File: src/rtl/bitwise_seq_pkg.sv
// rtl/bitwise_seq_pkg.sv - op and FSM state encodings for bitwise_seq_unit
package bitwise_seq_pkg;

    typedef enum logic [1:0] {
        OP_AND  = 2'b00,
        OP_OR   = 2'b01,
        OP_XOR  = 2'b10,
        OP_NAND = 2'b11
    } op_t;

    typedef enum logic [1:0] {
        ST_IDLE = 2'b00,
        ST_RUN  = 2'b01,
        ST_DONE = 2'b10
    } state_t;

endpackage

File: src/rtl/bitwise_slice.sv
// rtl/bitwise_slice.sv - combinational SLICE-bit AND/OR/XOR/NAND datapath
module bitwise_slice
    import bitwise_seq_pkg::*;
#(
    parameter int SLICE = 4
)
(
    input  logic [SLICE-1:0] a_s,
    input  logic [SLICE-1:0] b_s,
    input  op_t              op,
    output logic [SLICE-1:0] y_s
);

    // Select the logic function for one slice.
    always_comb begin
        y_s = '0;
        case (op)
            OP_AND:  y_s = a_s & b_s;
            OP_OR:   y_s = a_s | b_s;
            OP_XOR:  y_s = a_s ^ b_s;
            OP_NAND: y_s = ~(a_s & b_s);
            default: y_s = '0;
        endcase
    end

endmodule

File: src/rtl/bitwise_seq_unit.sv
// rtl/bitwise_seq_unit.sv - sliced sequential bitwise unit; optional zr flag under BITWISE_SEQ_ZR_EN
module bitwise_seq_unit
    import bitwise_seq_pkg::*;
#(
    parameter int WIDTH = 16,
    parameter int SLICE = 4
)
(
    input  logic             clock,
    input  logic             reset_n,
    input  logic             in_valid,
    output logic             in_ready,
    input  logic [WIDTH-1:0] a,
    input  logic [WIDTH-1:0] b,
    input  logic [1:0]       op,
    output logic             out_valid,
    input  logic             out_ready,
    output logic [WIDTH-1:0] out
`ifdef BITWISE_SEQ_ZR_EN
    ,
    output logic             zr
`endif
);

    localparam int NSLICE = WIDTH / SLICE;
    localparam int CW     = (NSLICE > 1) ? $clog2(NSLICE) : 1;

    state_t           state;
    state_t           state_next;
    logic [WIDTH-1:0] a_q;
    logic [WIDTH-1:0] b_q;
    op_t              op_q;
    logic [CW-1:0]    cnt;
    logic [WIDTH-1:0] res;
    logic [SLICE-1:0] a_s;
    logic [SLICE-1:0] b_s;
    logic [SLICE-1:0] y_s;
    logic             last;

    assign last = (cnt == CW'(NSLICE - 1));
    assign a_s  = a_q[32'(cnt) * SLICE +: SLICE];
    assign b_s  = b_q[32'(cnt) * SLICE +: SLICE];
    assign out  = res;

    bitwise_slice #(.SLICE(SLICE)) u_slice (
        .a_s (a_s),
        .b_s (b_s),
        .op  (op_q),
        .y_s (y_s)
    );

    // FSM state register.
    always_ff @(posedge clock or negedge reset_n) begin
        if (!reset_n) begin
            state <= ST_IDLE;
        end else begin
            state <= state_next;
        end
    end

    // FSM next-state: one RUN cycle per slice, DONE waits for the consumer.
    always_comb begin
        state_next = state;
        case (state)
            ST_IDLE: if (in_valid)  state_next = ST_RUN;
            ST_RUN:  if (last)      state_next = ST_DONE;
            ST_DONE: if (out_ready) state_next = ST_IDLE;
            default: state_next = ST_IDLE;
        endcase
    end

    // FSM outputs: handshake flags decoded from state.
    always_comb begin
        in_ready  = 1'b0;
        out_valid = 1'b0;
        case (state)
            ST_IDLE: in_ready  = 1'b1;
            ST_DONE: out_valid = 1'b1;
            default: ;
        endcase
    end

    // Operand capture on acceptance, then one result slice written per RUN cycle.
    always_ff @(posedge clock or negedge reset_n) begin
        if (!reset_n) begin
            a_q  <= '0;
            b_q  <= '0;
            op_q <= OP_AND;
            cnt  <= '0;
            res  <= '0;
        end else begin
            case (state)
                ST_IDLE: begin
                    if (in_valid) begin
                        a_q  <= a;
                        b_q  <= b;
                        op_q <= op_t'(op);
                        cnt  <= '0;
                        res  <= '0;
                    end
                end
                ST_RUN: begin
                    res[32'(cnt) * SLICE +: SLICE] <= y_s;
                    if (!last) begin
                        cnt <= cnt + 1'b1;
                    end
                end
                default: ;
            endcase
        end
    end

`ifdef BITWISE_SEQ_ZR_EN
    // Zero flag accumulated slice by slice, so it is ready together with the result.
    always_ff @(posedge clock or negedge reset_n) begin
        if (!reset_n) begin
            zr <= 1'b0;
        end else if (state == ST_IDLE && in_valid) begin
            zr <= 1'b1;
        end else if (state == ST_RUN) begin
            zr <= zr & ~|y_s;
        end
    end
`endif

endmodule

File: config.mk
export PLATFORM = sky130hd
export DESIGN_NAME = bitwise_seq_unit
export DESIGN_NICKNAME = d
export VERILOG_FILES = /design/src/rtl/bitwise_seq_pkg.sv /design/src/rtl/bitwise_slice.sv /design/src/rtl/bitwise_seq_unit.sv
export SDC_FILE = /design/constraint.sdc
export NUM_CORES = 1
export LEC_CHECK = 0
export ABC_AREA = 1
export ABC_CLOCK_PERIOD_IN_PS = 3300
export BUFFER_PORTS_ARGS = -buffer_cell sky130_fd_sc_hd__clkbuf_2
export CAP_MARGIN = 20
export CORE_MARGIN = 3
export CORE_UTILIZATION = 59
export CTS_BUF_LIST = sky130_fd_sc_hd__clkbuf_8 sky130_fd_sc_hd__clkbuf_16
export CTS_CLUSTER_DIAMETER = 50
export DETAILED_ROUTE_END_ITERATION = 16
export PLACE_DENSITY = 0.82
export SYNTH_ARGS = -nofsm -noshare
export SYNTH_HDL_FRONTEND = slang
export SYNTH_SLANG_ARGS = --single-unit
File: constraint.sdc
create_clock -name clock -period 3.3 [get_ports clock]
set_clock_uncertainty 0.1 [all_clocks]
set_input_delay 0.66 -clock clock [delete_from_list [all_inputs] [get_ports clock]]
set_output_delay 0.66 -clock clock [all_outputs]
set_load 0.005 [all_outputs]
# Word level (Yosys, flattened, before mapping)
# Cells that the tools add are included.
classes:
  add_sub_neg: 2
  n_mul: 0
  n_div: 0
  order_cmp: 0
  eq_ne: 10
  n_shift: 4
  n_mux: 13
  bitwise: 4
  reduce_logical: 7
ops:
  columns: ["op", "count"]
  rows:
  - ["negator 4 -> 34 bit", 1]
  - ["variable shift 4 x 34 -> 16 bit, first input constant", 1]
  - ["variable part select 4 x 34 -> 16 bit", 1]
  - ["one-hot mux 16 bit (2 select lines)", 1]
  - ["variable part select 16 x 5 -> 4 bit", 2]
  - ["bitwise mux 16 bit", 1]
  - ["2-to-1 mux 16 bit", 1]
  - ["one-hot mux 4 bit (4 select lines)", 1]
  - ["2-to-1 mux 2 bit", 5]
  - ["equality test 2 bit, second input constant", 4]
  - ["!= test 2 bit, second input constant", 4]
  - ["one-hot mux 2 bit (3 select lines)", 1]
  - ["AND reduction 3 bit", 2]
  - ["bitwise AND 4 bit", 1]
  - ["equality test 2 x 1 -> 1 bit, second input constant", 2]
  - ["zero test 2 bit", 2]
  - ["inverter 4 bit", 1]
  - ["OR 4 bit", 1]
  - ["one-hot mux 2 bit (2 select lines)", 1]
  - ["AND reduction 2 bit", 2]
  - ["bitwise XOR 4 bit", 1]
  - ["adder 2 x 1 -> 2 bit, second input constant", 1]
  - ["2-to-1 mux 1 bit", 2]
  - ["nonzero test 2 bit", 1]
word_totals:
  ff_bits: 54
  latchBits: 0
  ramBits: 0
  rom_bits: 0
  memories: 0

# Logic depth before layout (Yosys ltp)
# Gate-level depths: netlist of the first run.
logic_depth:
  depth_word: 7
  mapped_depth: 13
  ltp_nobuf: 11

# Modules after synthesis
# From an unflattened synthesis of the first run, not the netlist that was laid out.
unflattened:
  cells_unflattened: 380
  area_unflattened_um2: 2955.3
modules_own_cells:
  columns: ["mod", "instances", "cells_per_inst", "area_each_um2", "seq_area_each_um2"]
  rows:
  - ["bitwise_seq_unit", 1, 335, 2650.0, 1351.3]
  - ["bitwise_slice", 1, 45, 305.3, 0.0]

# Worst setup path before layout of the first run
# Ideal clock, no wire load.
synth_path:
  path_kind: "reg2reg"
  startpoint: "register cnt[0]"
  endpoint: "register res[10], in the netlist out[10]"
  setup_time_ns: 0.083
  t_arrival_ns: 1.846
  required_time_ns: 3.117
  path_slack_ns: 1.271
  path_stages_with_launch: 14
  path_buffers: 2
  path_cell_list: "dfrtp_1 -> buf_2 -> inv_1 -> buf_2 -> nand2_1 -> a32oi_1 -> inv_1 -> ha_1 -> nand3_1 -> nand2_1 -> nor2_1 -> nor2_1 -> nand2_1 -> o21ai_0"
synth_between:
  elab_chain_len: 7
  word_cells_on_any_way: 12
synth_lines:
  columns: ["item", "line_no", "text"]
  rows:
  - ["start, declared", "bitwise_seq_unit.sv:33", "logic [CW-1:0] cnt;"]
  - ["start signal, assigned", "bitwise_seq_unit.sv:105", "cnt <= cnt + 1'b1;"]
  - ["variable part select 16 x 5 -> 4 bit (on tied branches)", "bitwise_seq_unit.sv:41, bitwise_seq_unit.sv:42", null]
  - ["bitwise AND 4 bit", "bitwise_slice.sv:18, bitwise_slice.sv:21", null]
  - ["inverter 4 bit", "bitwise_slice.sv:21", "OP_NAND: y_s = ~(a_s & b_s);"]
  - ["one-hot mux 4 bit (4 select lines)", "bitwise_slice.sv:17", "case (op)"]
  - ["variable part select 4 x 34 -> 16 bit", "bitwise_seq_unit.sv:103", "res[32'(cnt) * SLICE +: SLICE] <= y_s;"]
  - ["bitwise mux 16 bit (*)", "bitwise_seq_unit.sv:103", null]
  - ["one-hot mux 16 bit (2 select lines) (*)", "bitwise_seq_unit.sv:92", "case (state)"]
  - ["end signal, assigned by index", "bitwise_seq_unit.sv:103", null]
  - ["end, declared", "bitwise_seq_unit.sv:34", "logic [WIDTH-1:0] res;"]
# Every way passes the cells marked *; elsewhere a longest branch is shown, timed or not.
# A chain may end at the register's enable or synchronous reset.

# Worst setup path after layout of the first run
layout_path:
  startpoint: "register cnt[0]"
  endpoint: "register res[8], in the netlist out[8]"
# The elaborated chain is that of the path after synthesis.

==> results of run 1 <==
state kept, by name, indices dropped and copies added, names as in the netlist:
signal  count
a_q        16
b_q        16
out        16
cnt         2
op_q        2
state       2
per-layer routing:
layer / up-vias / global-route usage / wire length, um
li1: 1020 / - / -
met1: 981 / 0.2928 / 2645
met2: 75 / 0.3375 / 2607
met3: 13 / 0.04222 / 329
met4: 0 / 0.08155 / 130
met5: - / 0 / 0
final cells by class:
class,instances,area (um2)
clock buffers,5,68.82
fillers,339,1287
inverters,26,97.59
multi-input cells,181,1320
repair buffers,57,290.3
well taps,65,81.33
flip-flops and latches,54,1351
clock inverters,3,37.54
cells by family (layout without fill, tap and decap cells):
family	count (synthesis)	after routing	synth area share
AOI/OAI and AO/OA	35	35	0.07632
and+or+nand+nor	101	101	0.1587
adders and majority gates	12	12	0.05233
buffers and inverters	39	91	0.06890
DFF	54	54	0.4710
muxes	33	33	0.1727
stage by stage:
step,instances,power [mW],hold WS (ns),setup WS (ns)
6_report,391,3.163,0.2147,0.7153
5_1_grt,391,3.424,0.2530,0.4002
4_1_cts,391,3.174,0.2351,0.6938
3_5_place_dp,383,2.739,0.3664,0.7294
3_3_place_gp,383,2.671,0.3663,0.8478
2_1_floorplan,274,2.403,0.2644,1.271
worst max path at each step:
stage / start / to / slack, ns / cells after the start
3_3_place_gp: cnt[0] / out[8] / 0.85 / 11
2_1_floorplan: cnt[0] / out[10] / 1.27 / 13
5_1_grt: cnt[0] / out[9] / 0.40 / 11
3_5_place_dp: cnt[0] / out[9] / 0.73 / 11
4_1_cts: cnt[0] / out[9] / 0.69 / 11
6_report: cnt[0] / out[8] / 0.72 / 11
layout by cell type, fill, tap and decap left out, types with 2 or more instances in the layout:
cell,n
a32oi_1,8
mux2_4,33
buf_4,2
o21ai_1,8
nand3_1,11
nand2_1,59
clkbuf_8,5
a21oi_1,13
dfrtp_1,54
nand2_4,2
nor2_1,16
o21ai_0,4
inv_1,24
inv_2,3
ha_1,12
clkbuf_2,55
nand4_1,9
power by group through the flow:
stage,Combinational [mW],Sequential (mW),Clock (mW)
floorplan,1.32,1.09,0
global placement,1.50,1.17,0
detailed placement,1.56,1.18,0
CTS,1.57,1.17,0.436
global route,1.76,1.21,0.457
finish,1.56,1.17,0.429
==> reports/qor.tcl, run 1 <==
set qor(status) {complete, no violations}
set qor(ctsHtreeMaxLevel) 2
set qor(cp_max_fanout) 21
set qor(worst_setup_path_end_kind) {flop}
set qor(timing.reg2reg.worst_path_depth) 11
set qor(synth_top_area_frac) 0.4710
set qor(grt_pass1_wl_um) 9232
set qor(synth_largest_area_cell) {dfrtp_1}
set qor(final_min_period_over_clock_period) 0.7832
set qor(layout.cell_area.non_filler_um2) 3247
set qor(clk_transition_reported_paths_ns) 0.10
set qor(finalCriticalPeriod_ns) 2.585
set qor(r2r_setup_slack_ns) 0.72
set qor(floorplan.rows) 24
set qor(buffer_ports.inserted) 55
set qor(cts_max_path_buffers) 2
set qor(vias_per_cell) 5.343
set qor(syn_to_final_growth_pct) 13.17
set qor(crit_path_cell_chain) {inv_1 -> nand2_1 -> a32oi_1 -> inv_1 -> ha_1 -> nand3_1 -> nand2_1 -> nor2_1 -> nor2_1 -> nand2_1 -> o21ai_0}
set qor(cpLargestDelayFamily) {simple AND/OR/NAND/NOR gates}
set qor(antennaDiodeCount) 0
set qor(die_height_um) 75.74
set qor(synth.most_common_cell) {nand2_1}
set qor(switchingPower_mw) 1.271
set qor(yosysWarningCount) 0
set qor(core-area_um2) 4534
set qor(start_util) 0.6327
set qor(crit_buf_inv) 2
set qor(tightest_slew_ns) 0.6971
set qor(fraction_of_power_spent_switching_nets) 0.4018
set qor(dieArea_um2) 5736
set qor(cts-root-buf) {clkbuf_8}
set qor(rsz_0062_raised_after_global_routing) {false}
set qor(max_cap_violations) 0
set qor(via_count_of_the_first_global_routing_pass) 1960
set qor(yosys.cell_types.count) 24
set qor(maxSlewViolCount) 0
set qor(yosys_register_bits) 54
set qor(totalNegativeSetupSlack_ns) 0
set qor(largest_net_degree_at_the_start_of_global_routing) 41
set qor(fraction_of_layout_cells_with_a_size_suffix_above_1) 0.3252
set qor(num-nets-final) 375
set qor(power_frac_comb) 0.493
set qor(vias) 2089
set qor(worstSkewPairLatency_ns) 0.30
set qor(worst_hold_path_type) {primary input to asynchronous set/reset pin}
set qor(antenna_violating_nets_post_route) 0
set qor(setup.worst_path.class) {flop to flop}
set qor(drt-pass1-iter-count) 4
set qor(finalWirelength_um) 5712
set qor(worst_path_max_delay_cell) {inv_1}
set qor(ctsResizeCount) 0
set qor(grt_util_all_layers) 0.2139
set qor(ir_drop_uv) 525.6
set qor(critical_path.reg2reg.endpoint) {out[8]}
set qor(detailed_place.area_um2) 3141
set qor(place_congestion) 0.8361
set qor(arrival_ns) 2.72
set qor(detailedPlacementHpwl_um) 4223
set qor(power.internal_mw) 1.892
set qor(share_clk_of_total_power) 0.135
set qor(yosysSeqAreaShare) 0.4710
set qor(setup_violations) 0
set qor(power.share.sequential) 0.371
set qor(drc) 0
set qor(clock_sinks) 54
set qor(pin_count) 56
set qor(power_per_cell_area_nw_per_um2) 974.3
set qor(max_clock_freq_mhz) 386.9
set qor(leakage_power_nw) 1.762
set qor(synth_cells) 274
set qor(max_stage_delay_ns) 0.46
set qor(timing.max_slew.rel_slack) 0.5349
set qor(timing.rr.start) {cnt[0]}
set qor(die_width_um) 75.74
set qor(cts.repair_timing.setup_buffer_count) 0
set qor(synthesis.nets) 324
set qor(syn_area_um2) 2869
set qor(netlist_top_cells_count) {nand2_1, dfrtp_1, mux2_4}
set qor(postLayoutCoreUtil) 0.7161
set qor(required_time_at_the_endpoint_of_the_critical_path_ns) 3.43
set qor(synth_async_sr_flop_share) 1.000
set qor(globalRoute.totalOverflow) 0
set qor(final-hold-violation-count) 0
set qor(timing.critical_path.from_type) {flop}
set qor(cts_tree) {yes}
set qor(drt_first_iter_violations) 114
set qor(most_prevalent_standard_cell_on_the_critical_path) {nand2_1}
set qor(synth.area.top_cells) {dfrtp_1, mux2_4, nand2_1, ha_1, inv_1}
set qor(route.detailed.wl_per_inst_um) 14.61
set qor(antenna_found_initial) 0
set qor(holdBufCountCts) 0
set qor(synthFlopType) {dfrtp_1}
set qor(synth_edf_count) 0
set qor(tritoncts.num_buffers) 5
set qor(syn_avg_cell_area_um2) 10.47
Power figures use the tool's default switching activity.
==> inputs of run 2 (changes only) <==
--- a/config.mk
+++ b/config.mk
@@ -6,15 +6,15 @@
 export NUM_CORES = 1
 export LEC_CHECK = 0
 export ABC_AREA = 1
-export ABC_CLOCK_PERIOD_IN_PS = 3300
+export ABC_CLOCK_PERIOD_IN_PS = 2200
 export BUFFER_PORTS_ARGS = -buffer_cell sky130_fd_sc_hd__clkbuf_2
 export CAP_MARGIN = 20
 export CORE_MARGIN = 3
-export CORE_UTILIZATION = 59
+export CORE_UTILIZATION = 50
 export CTS_BUF_LIST = sky130_fd_sc_hd__clkbuf_8 sky130_fd_sc_hd__clkbuf_16
 export CTS_CLUSTER_DIAMETER = 50
 export DETAILED_ROUTE_END_ITERATION = 16
-export PLACE_DENSITY = 0.82
+export PLACE_DENSITY = 0.74
 export SYNTH_ARGS = -nofsm -noshare
 export SYNTH_HDL_FRONTEND = slang
 export SYNTH_SLANG_ARGS = --single-unit
==> constraint.sdc (replaced) <==
create_clock -name clock -period 2.2 [get_ports clock]
set_clock_uncertainty 0.1 [all_clocks]
set_input_delay 0.44 -clock clock [delete_from_list [all_inputs] [get_ports clock]]
set_output_delay 0.44 -clock clock [all_outputs]
set_load 0.005 [all_outputs]
==> run 2 against run 1 <==
Net effect: power increased by 61%; global-route usage decreased by 2.6 points; critical path depth increased by 2; hold slack got worse by 0.17 ns; setup slack got worse by 0.64 ns; die area increased by 17%; sequential power increased by 50%; design area increased by 6.2%; first-iteration DRC count increased by 46%; register-to-register slack got worse by 0.64 ns; non-clock buffer count increased by 10; largest cell class is now multi-input combinational cells.
==> reports/qor.tcl, run 2 (synthesized netlist as in run 1, its figures left out) <==
set qor(status) {complete, no violations}
set qor(buffer_ports.inserted) 55 ;# unchanged
set qor(antennaDiodeCount) 0 ;# unchanged
set qor(vias) 2144 ;# +2.6%
set qor(clk_transition_reported_paths_ns) 0.10 ;# about the same
set qor(fraction_of_layout_cells_with_a_size_suffix_above_1) 0.3899 ;# +0.06473
set qor(antenna_violating_nets_post_route) 0 ;# unchanged
set qor(hold_slack_ns) 0.04034 ;# -0.1743 ns
set qor(ir_drop_uv) 793.9 ;# +51%
set qor(drt_first_iter_violations) 166 ;# +46%
set qor(r2r_setup_slack_ns) 0.07 ;# -0.64 ns
set qor(maxSlewViolCount) 0 ;# unchanged
set qor(start_util) 0.5378 ;# -0.09497
set qor(final_cell_mix) {nand2_1, clkbuf_2, dfrtp_1, mux2_4, inv_1}
set qor(timing.max_slew.rel_slack) 0.5593 ;# +0.02446
set qor(cp_max_fanout) 16 ;# -24%
set qor(timing.rr.start) {cnt[0]}
set qor(floorplan.rows) 26 ;# +8.3%
set qor(worst_setup_path_end_kind) {flop}
set qor(timing.reg2reg.worst_path_depth) 13 ;# +2
set qor(route.detailed.wl_per_inst_um) 14.74 ;# +0.91%
set qor(grt_pass1_wl_um) 9666 ;# +4.7%
set qor(worst_slack_ns) 0.07456 ;# -0.6408 ns
set qor(power_per_cell_area_nw_per_um2) 1472 ;# +51%
set qor(leakage_power_nw) 1.832 ;# +4.0%
set qor(cts_tree) {yes}
set qor(placement.setup.worst_slack_ns) -0.02306 ;# -0.7525 ns
set qor(syn_to_final_growth_pct) 20.24
set qor(setup.worst_path.class) {flop to flop}
set qor(core-area_um2) 5335 ;# +18%
set qor(required_time_at_the_endpoint_of_the_critical_path_ns) 2.35 ;# -1.08 ns
set qor(setup_violations) 0 ;# unchanged
set qor(via_count_of_the_first_global_routing_pass) 2016 ;# +2.9%
set qor(finalWirelength_um) 5985 ;# +4.8%
set qor(die_width_um) 81.75 ;# +7.9%
set qor(drc) 0 ;# unchanged
set qor(ctsHtreeMaxLevel) 2 ;# unchanged
set qor(final-hold-violation-count) 0 ;# unchanged
set qor(worstSkewPairLatency_ns) 0.31 ;# about the same
set qor(place_congestion) 0.8543 ;# +2.2%
set qor(final_min_period_over_clock_period) 0.9661 ;# +0.1829
set qor(num-nets-final) 385 ;# +2.7%
set qor(finalCriticalPeriod_ns) 2.125 ;# -0.4592 ns
set qor(tritoncts.num_buffers) 5 ;# unchanged
set qor(globalRoute.totalOverflow) 0 ;# unchanged
set qor(largest_net_degree_at_the_start_of_global_routing) 31 ;# -24%
set qor(arrival_ns) 2.27 ;# -0.45 ns
set qor(layout_commonest_cell) {nand2_1}
set qor(cts-root-buf) {clkbuf_8}
set qor(vias_per_cell) 5.281 ;# -1.2%
set qor(clock_sinks) 54 ;# unchanged
set qor(detailedPlacementHpwl_um) 4220 ;# about the same
set qor(worst_hold_path_type) {primary input to asynchronous set/reset pin}
set qor(die_height_um) 81.75 ;# +7.9%
set qor(dieArea_um2) 6683 ;# +17%
set qor(tightest_slew_ns) 0.6610 ;# -0.03607 ns
set qor(critical_path.reg2reg.endpoint) {out[11]}
set qor(timing.critical_path.from_type) {flop}
set qor(drt-pass1-iter-count) 4 ;# unchanged
set qor(postLayoutCoreUtil) 0.6466 ;# -0.06948
set qor(max_cap_violations) 0 ;# unchanged
set qor(cts_max_path_buffers) 2 ;# unchanged
set qor(max_clock_freq_mhz) 470.5 ;# +22%
set qor(pin_count) 56 ;# unchanged
set qor(antenna_found_initial) 0 ;# unchanged
set qor(grt_util_all_layers) 0.1876 ;# -0.02632
run 2: cell types whose count changed in the layout (fill, tap and decap cells not counted), moves of 4 or more:
| cell | change |
|---|---|
| a32oi_1 | -7 |
| a32oi_2 | +7 |
| o21ai_1 | +4 |
| buf_4 | +4 |
| o21ai_0 | -4 |
| buf_12 | +4 |
run 2: worst max path at each step:
stage	start	endpoint	depth (start not counted)	slack, ns
CTS	cnt[1]	out[8]	11	0.02
floorplan	cnt[0]	out[10]	13	0.17
detailed placement	cnt[1]	out[10]	11	-0.02
global route	cnt[0]	out[11]	13	-0.08
global placement	cnt[0]	out[10]	12	0.03
finish	cnt[0]	out[11]	13	0.07
run 2: where the power goes:
group,total (mW),switching (mW),internal (mW),leakage [nW]
Sequential,1.76,0.348,1.41,0.670
Combinational,2.76,1.38,1.38,1.12
Clock,0.565,0.341,0.225,0.0441
run 2: stage by stage:
stage          TNS [ns]  instance area (um2)  instances  power (mW)
3_5_place_dp   -0.02306                 3249        395       4.242
2_1_floorplan         0                 2869        274       3.604
4_1_cts               0                 3342        403       4.822
5_1_grt         -0.4388                 3450        406       5.492
3_3_place_gp          0                 3249        395       4.174
6_report              0                 3450        406       5.078
run 2: cell type report:
cell class | count | area, um2
Clock buffer | 5 | 68.82
Sequential cell | 54 | 1351
Fill cell | 424 | 1886
Timing Repair Buffer | 67 | 440.4
Tap cell | 70 | 87.58
Multi-Input combinational cell | 181 | 1383
Inverter | 26 | 97.59
Clock inverter | 3 | 21.27
run 2: layer usage:
| layer | global-route usage | vias to the layer above | wire length (um) |
|---|---|---|---|
| li1 | - | 1041 | - |
| met1 | 0.2689 | 1025 | 2707 |
| met2 | 0.2868 | 68 | 2826 |
| met3 | 0.04605 | 10 | 363 |
| met4 | 0.04485 | 0 | 87 |
| met5 | 0 | - | 0 |
run 2: timing repair:
action / 4_1_cts / 5_1_grt
buffers inserted: 0 / 2
pin swaps: 0 / 7
gates cloned: 0 / 1
hold buffers: 0 / 0
gates resized for setup: 1 / 18
setup endpoints to repair: 2 / 16
run 2: critical path, cell delays in order, from the launching register on:
cell and delay (ns):
dfrtp_1 0.42, inv_2 0.09, buf_12 0.14, nand2_1 0.07
a32oi_2 0.21, inv_1 0.07, ha_1 0.29, nand3_1 0.10
nand2_1 0.10, nor2_1 0.04, nor2_1 0.12, buf_4 0.15
nand2_1 0.05, o21ai_1 0.12
==> inputs of run 3 (changes only) <==
--- a/config.mk
+++ b/config.mk
@@ -6,15 +6,16 @@
 export NUM_CORES = 1
 export LEC_CHECK = 0
 export ABC_AREA = 1
-export ABC_CLOCK_PERIOD_IN_PS = 2200
 export BUFFER_PORTS_ARGS = -buffer_cell sky130_fd_sc_hd__clkbuf_2
 export CAP_MARGIN = 20
+export CELL_PAD_IN_SITES_DETAIL_PLACEMENT = 0
+export CELL_PAD_IN_SITES_GLOBAL_PLACEMENT = 1
 export CORE_MARGIN = 3
-export CORE_UTILIZATION = 50
+export CORE_UTILIZATION = 38
 export CTS_BUF_LIST = sky130_fd_sc_hd__clkbuf_8 sky130_fd_sc_hd__clkbuf_16
 export CTS_CLUSTER_DIAMETER = 50
 export DETAILED_ROUTE_END_ITERATION = 16
-export PLACE_DENSITY = 0.74
+export PLACE_DENSITY = 0.73
 export SYNTH_ARGS = -nofsm -noshare
 export SYNTH_HDL_FRONTEND = slang
 export SYNTH_SLANG_ARGS = --single-unit
==> run 3 against run 2 <==
Net effect: wire length is 2.5% higher; clock-buffer cell count unchanged; setup slack better by 0.11 ns; sequential cell count did not move.
==> reports/qor.tcl, run 3 (synthesized netlist as in run 1, its figures left out) <==
set qor(timing.max_slew.rel_slack) 0.5428 ;# -0.01649
set qor(status) {complete, no violations}
set qor(worst_slack_ns) 0.1849 ;# +0.1103 ns
set qor(max_cap_violations) 0 ;# unchanged
set qor(worst_path_max_delay_cell) {dfrtp_1}
set qor(floorplan.rows) 31 ;# +19%
set qor(power.share.sequential) 0.344 ;# -0.002
set qor(via_count_of_the_first_global_routing_pass) 2114 ;# +4.9%
set qor(pin_count) 56 ;# unchanged
set qor(drc) 0 ;# unchanged
set qor(finalCriticalPeriod_ns) 2.015 ;# -0.1103 ns
set qor(cpLargestDelayFamily) {simple AND/OR/NAND/NOR gates}
set qor(globalRoute.totalOverflow) 0 ;# unchanged
set qor(setup_violations) 0 ;# unchanged
set qor(cts_max_path_buffers) 2 ;# unchanged
set qor(clock_sinks) 54 ;# unchanged
set qor(crit_buf_inv) 3 ;# -1
set qor(buffer_ports.inserted) 55 ;# unchanged
set qor(cts-root-buf) {clkbuf_8}
set qor(worst_hold_path_type) {primary input to asynchronous set/reset pin}
set qor(share_clk_of_total_power) 0.104 ;# -0.007
set qor(maxSlewViolCount) 0 ;# unchanged
set qor(vias) 2101 ;# -2.0%
set qor(power.internal_mw) 3.035 ;# +0.81%
set qor(dieArea_um2) 8629 ;# +29%
set qor(antenna_found_initial) 0 ;# unchanged
set qor(drt_first_iter_violations) 104 ;# -37%
set qor(placement.setup.worst_slack_ns) -0.05375 ;# -0.03069 ns
set qor(power_per_cell_area_nw_per_um2) 1448 ;# -1.6%
set qor(detailedPlacementHpwl_um) 4296 ;# +1.8%
set qor(grt_pass1_wl_um) 10230 ;# +5.9%
set qor(arrival_ns) 2.16 ;# -0.11 ns
set qor(most_prevalent_standard_cell_on_the_critical_path) {nand2_1}
set qor(final_cell_mix) {nand2_1, clkbuf_2, dfrtp_1, mux2_4, inv_1}
set qor(place_congestion) 0.8404 ;# -1.6%
set qor(ctsHtreeMaxLevel) 2 ;# unchanged
set qor(tightest_slew_ns) 0.6857 ;# +0.02474 ns
set qor(leakage_power_nw) 1.848 ;# +0.90%
set qor(fraction_of_layout_cells_with_a_size_suffix_above_1) 0.4024 ;# +0.01249
set qor(antennaDiodeCount) 0 ;# unchanged
set qor(final_min_period_over_clock_period) 0.9160 ;# -0.05014
set qor(power_frac_comb) 0.552 ;# +0.009
set qor(grt_util_all_layers) 0.1456 ;# -0.04200
set qor(clk_transition_reported_paths_ns) 0.09 ;# about the same
set qor(switchingPower_mw) 2.067 ;# about the same
set qor(num-nets-final) 388 ;# +0.78%
set qor(timing.critical_path.from_type) {flop}
set qor(antenna_violating_nets_post_route) 0 ;# unchanged
set qor(start_util) 0.3934 ;# -0.1443
set qor(setup.worst_path.class) {flop to flop}
set qor(worst_setup_path_end_kind) {flop}
set qor(crit_path_cell_chain) {inv_4 -> buf_12 -> a21oi_1 -> a32oi_2 -> inv_1 -> ha_1 -> nand3_1 -> nand2_1 -> nor2_1 -> nor2_2 -> nand4_1 -> nand2_1}
set qor(cts_tree) {yes}
set qor(die_width_um) 92.89 ;# +14%
set qor(required_time_at_the_endpoint_of_the_critical_path_ns) 2.34 ;# about the same
set qor(fraction_of_power_spent_switching_nets) 0.4051 ;# -0.002064
set qor(max_clock_freq_mhz) 496.2 ;# +5.5%
set qor(tritoncts.num_buffers) 5 ;# unchanged
set qor(drt-pass1-iter-count) 6 ;# +2
set qor(layout_commonest_cell) {nand2_1}
set qor(rsz_0062_raised_after_global_routing) {true}
set qor(max_stage_delay_ns) 0.43 ;# about the same
set qor(route.detailed.wl_per_inst_um) 14.03 ;# -4.8%
set qor(ir_drop_uv) 562.2 ;# -29%
set qor(power_mw) 5.102 ;# +0.46%
set qor(die_height_um) 92.89 ;# +14%
set qor(r2r_setup_slack_ns) 0.18 ;# +0.11 ns
set qor(worstSkewPairLatency_ns) 0.31 ;# about the same
set qor(syn_to_final_growth_pct) 22.76
set qor(vias_per_cell) 4.808 ;# -9.0%
set qor(core-area_um2) 7292 ;# +37%
set qor(final-hold-violation-count) 0 ;# unchanged
set qor(cp_max_fanout) 5 ;# -11
set qor(largest_net_degree_at_the_start_of_global_routing) 55 ;# +77%
set qor(finalWirelength_um) 6133 ;# +2.5%
[run 3: changes by cell type in the layout (fill, tap and decap cells not counted), sizes merged]
cell and change:
buf +2, inv +1, clkinv -2, clkbuf +1
[run 3: worst paths after layout]
kind / start / to / cells after the start
max: cnt[1] / out[15] / 12
min: reset_n / out[7] / 2
max reg2reg: cnt[1] / out[15] / 12
min reg2reg: out[5] / out[5] / 2
max in group asynchronous: reset_n / cnt[0] / 2
min in group clock: out_ready / state[1] / 2
[run 3: timing repair]
| item | 4_1_cts | 5_1_grt |
|---|---|---|
| pin swaps | 0 | 14 |
| gates cloned | 0 | 3 |
| gates resized for setup | 3 | 24 |
| buffers inserted | 0 | 2 |
| hold buffers | 0 | 0 |
| endpoints found under the setup margin | 8 | 16 |
[run 3: worst register-to-register path: stages, from the launching register on]
cell and delay [ns]:
dfrtp_1 0.43, inv_4 0.12, buf_12 0.12, a21oi_1 0.04, a32oi_2 0.23, inv_1 0.07, ha_1 0.27, nand3_1 0.06
nand2_1 0.08, nor2_1 0.05, nor2_2 0.20, nand4_1 0.12, nand2_1 0.08
[run 3: cell type report]
class / count / area [um2]
repair buffers: 70 / 459.2
inverters: 26 / 100.1
well taps: 99 / 123.9
flip-flops and latches: 54 / 1351
fillers: 711 / 3770
clock inverters: 2 / 11.26
clock buffers: 5 / 68.82
multi-input cells: 181 / 1408
[run 3: metrics by stage]
stage | setup TNS (ns) | hold WS, ns | instances | utilization | cell area [um2]
after floorplan | 0 | 0.04441 | 274 | - | 2869
after global placement | 0 | 0.3677 | 425 | 0.4482 | 3268
after detailed placement | -0.1837 | 0.3655 | 425 | 0.4482 | 3268
after CTS | 0 | 0.1732 | 432 | 0.4602 | 3356
after global routing | -0.004422 | 0.2061 | 437 | 0.4830 | 3522
final | 0 | 0.1562 | 437 | 0.4830 | 3522
[run 3: power by group through the flow]
stage	sequential (mW)	clock, mW	combinational [mW]
finish	1.76	0.530	2.82
global route	1.82	0.584	3.16
floorplan	1.63	0	1.97
CTS	1.75	0.557	2.51
global placement	1.76	0	2.43
detailed placement	1.76	0	2.47
[run 3: per-layer routing]
layer  vias to the layer above  wire length [um]  global-route usage
met1                      1007              3037              0.2064
li1                       1045                 -                   -
met4                         0                28             0.03663
met2                        47              2855              0.2316
met3                         2               212             0.02437
met5                         -                 0                   0
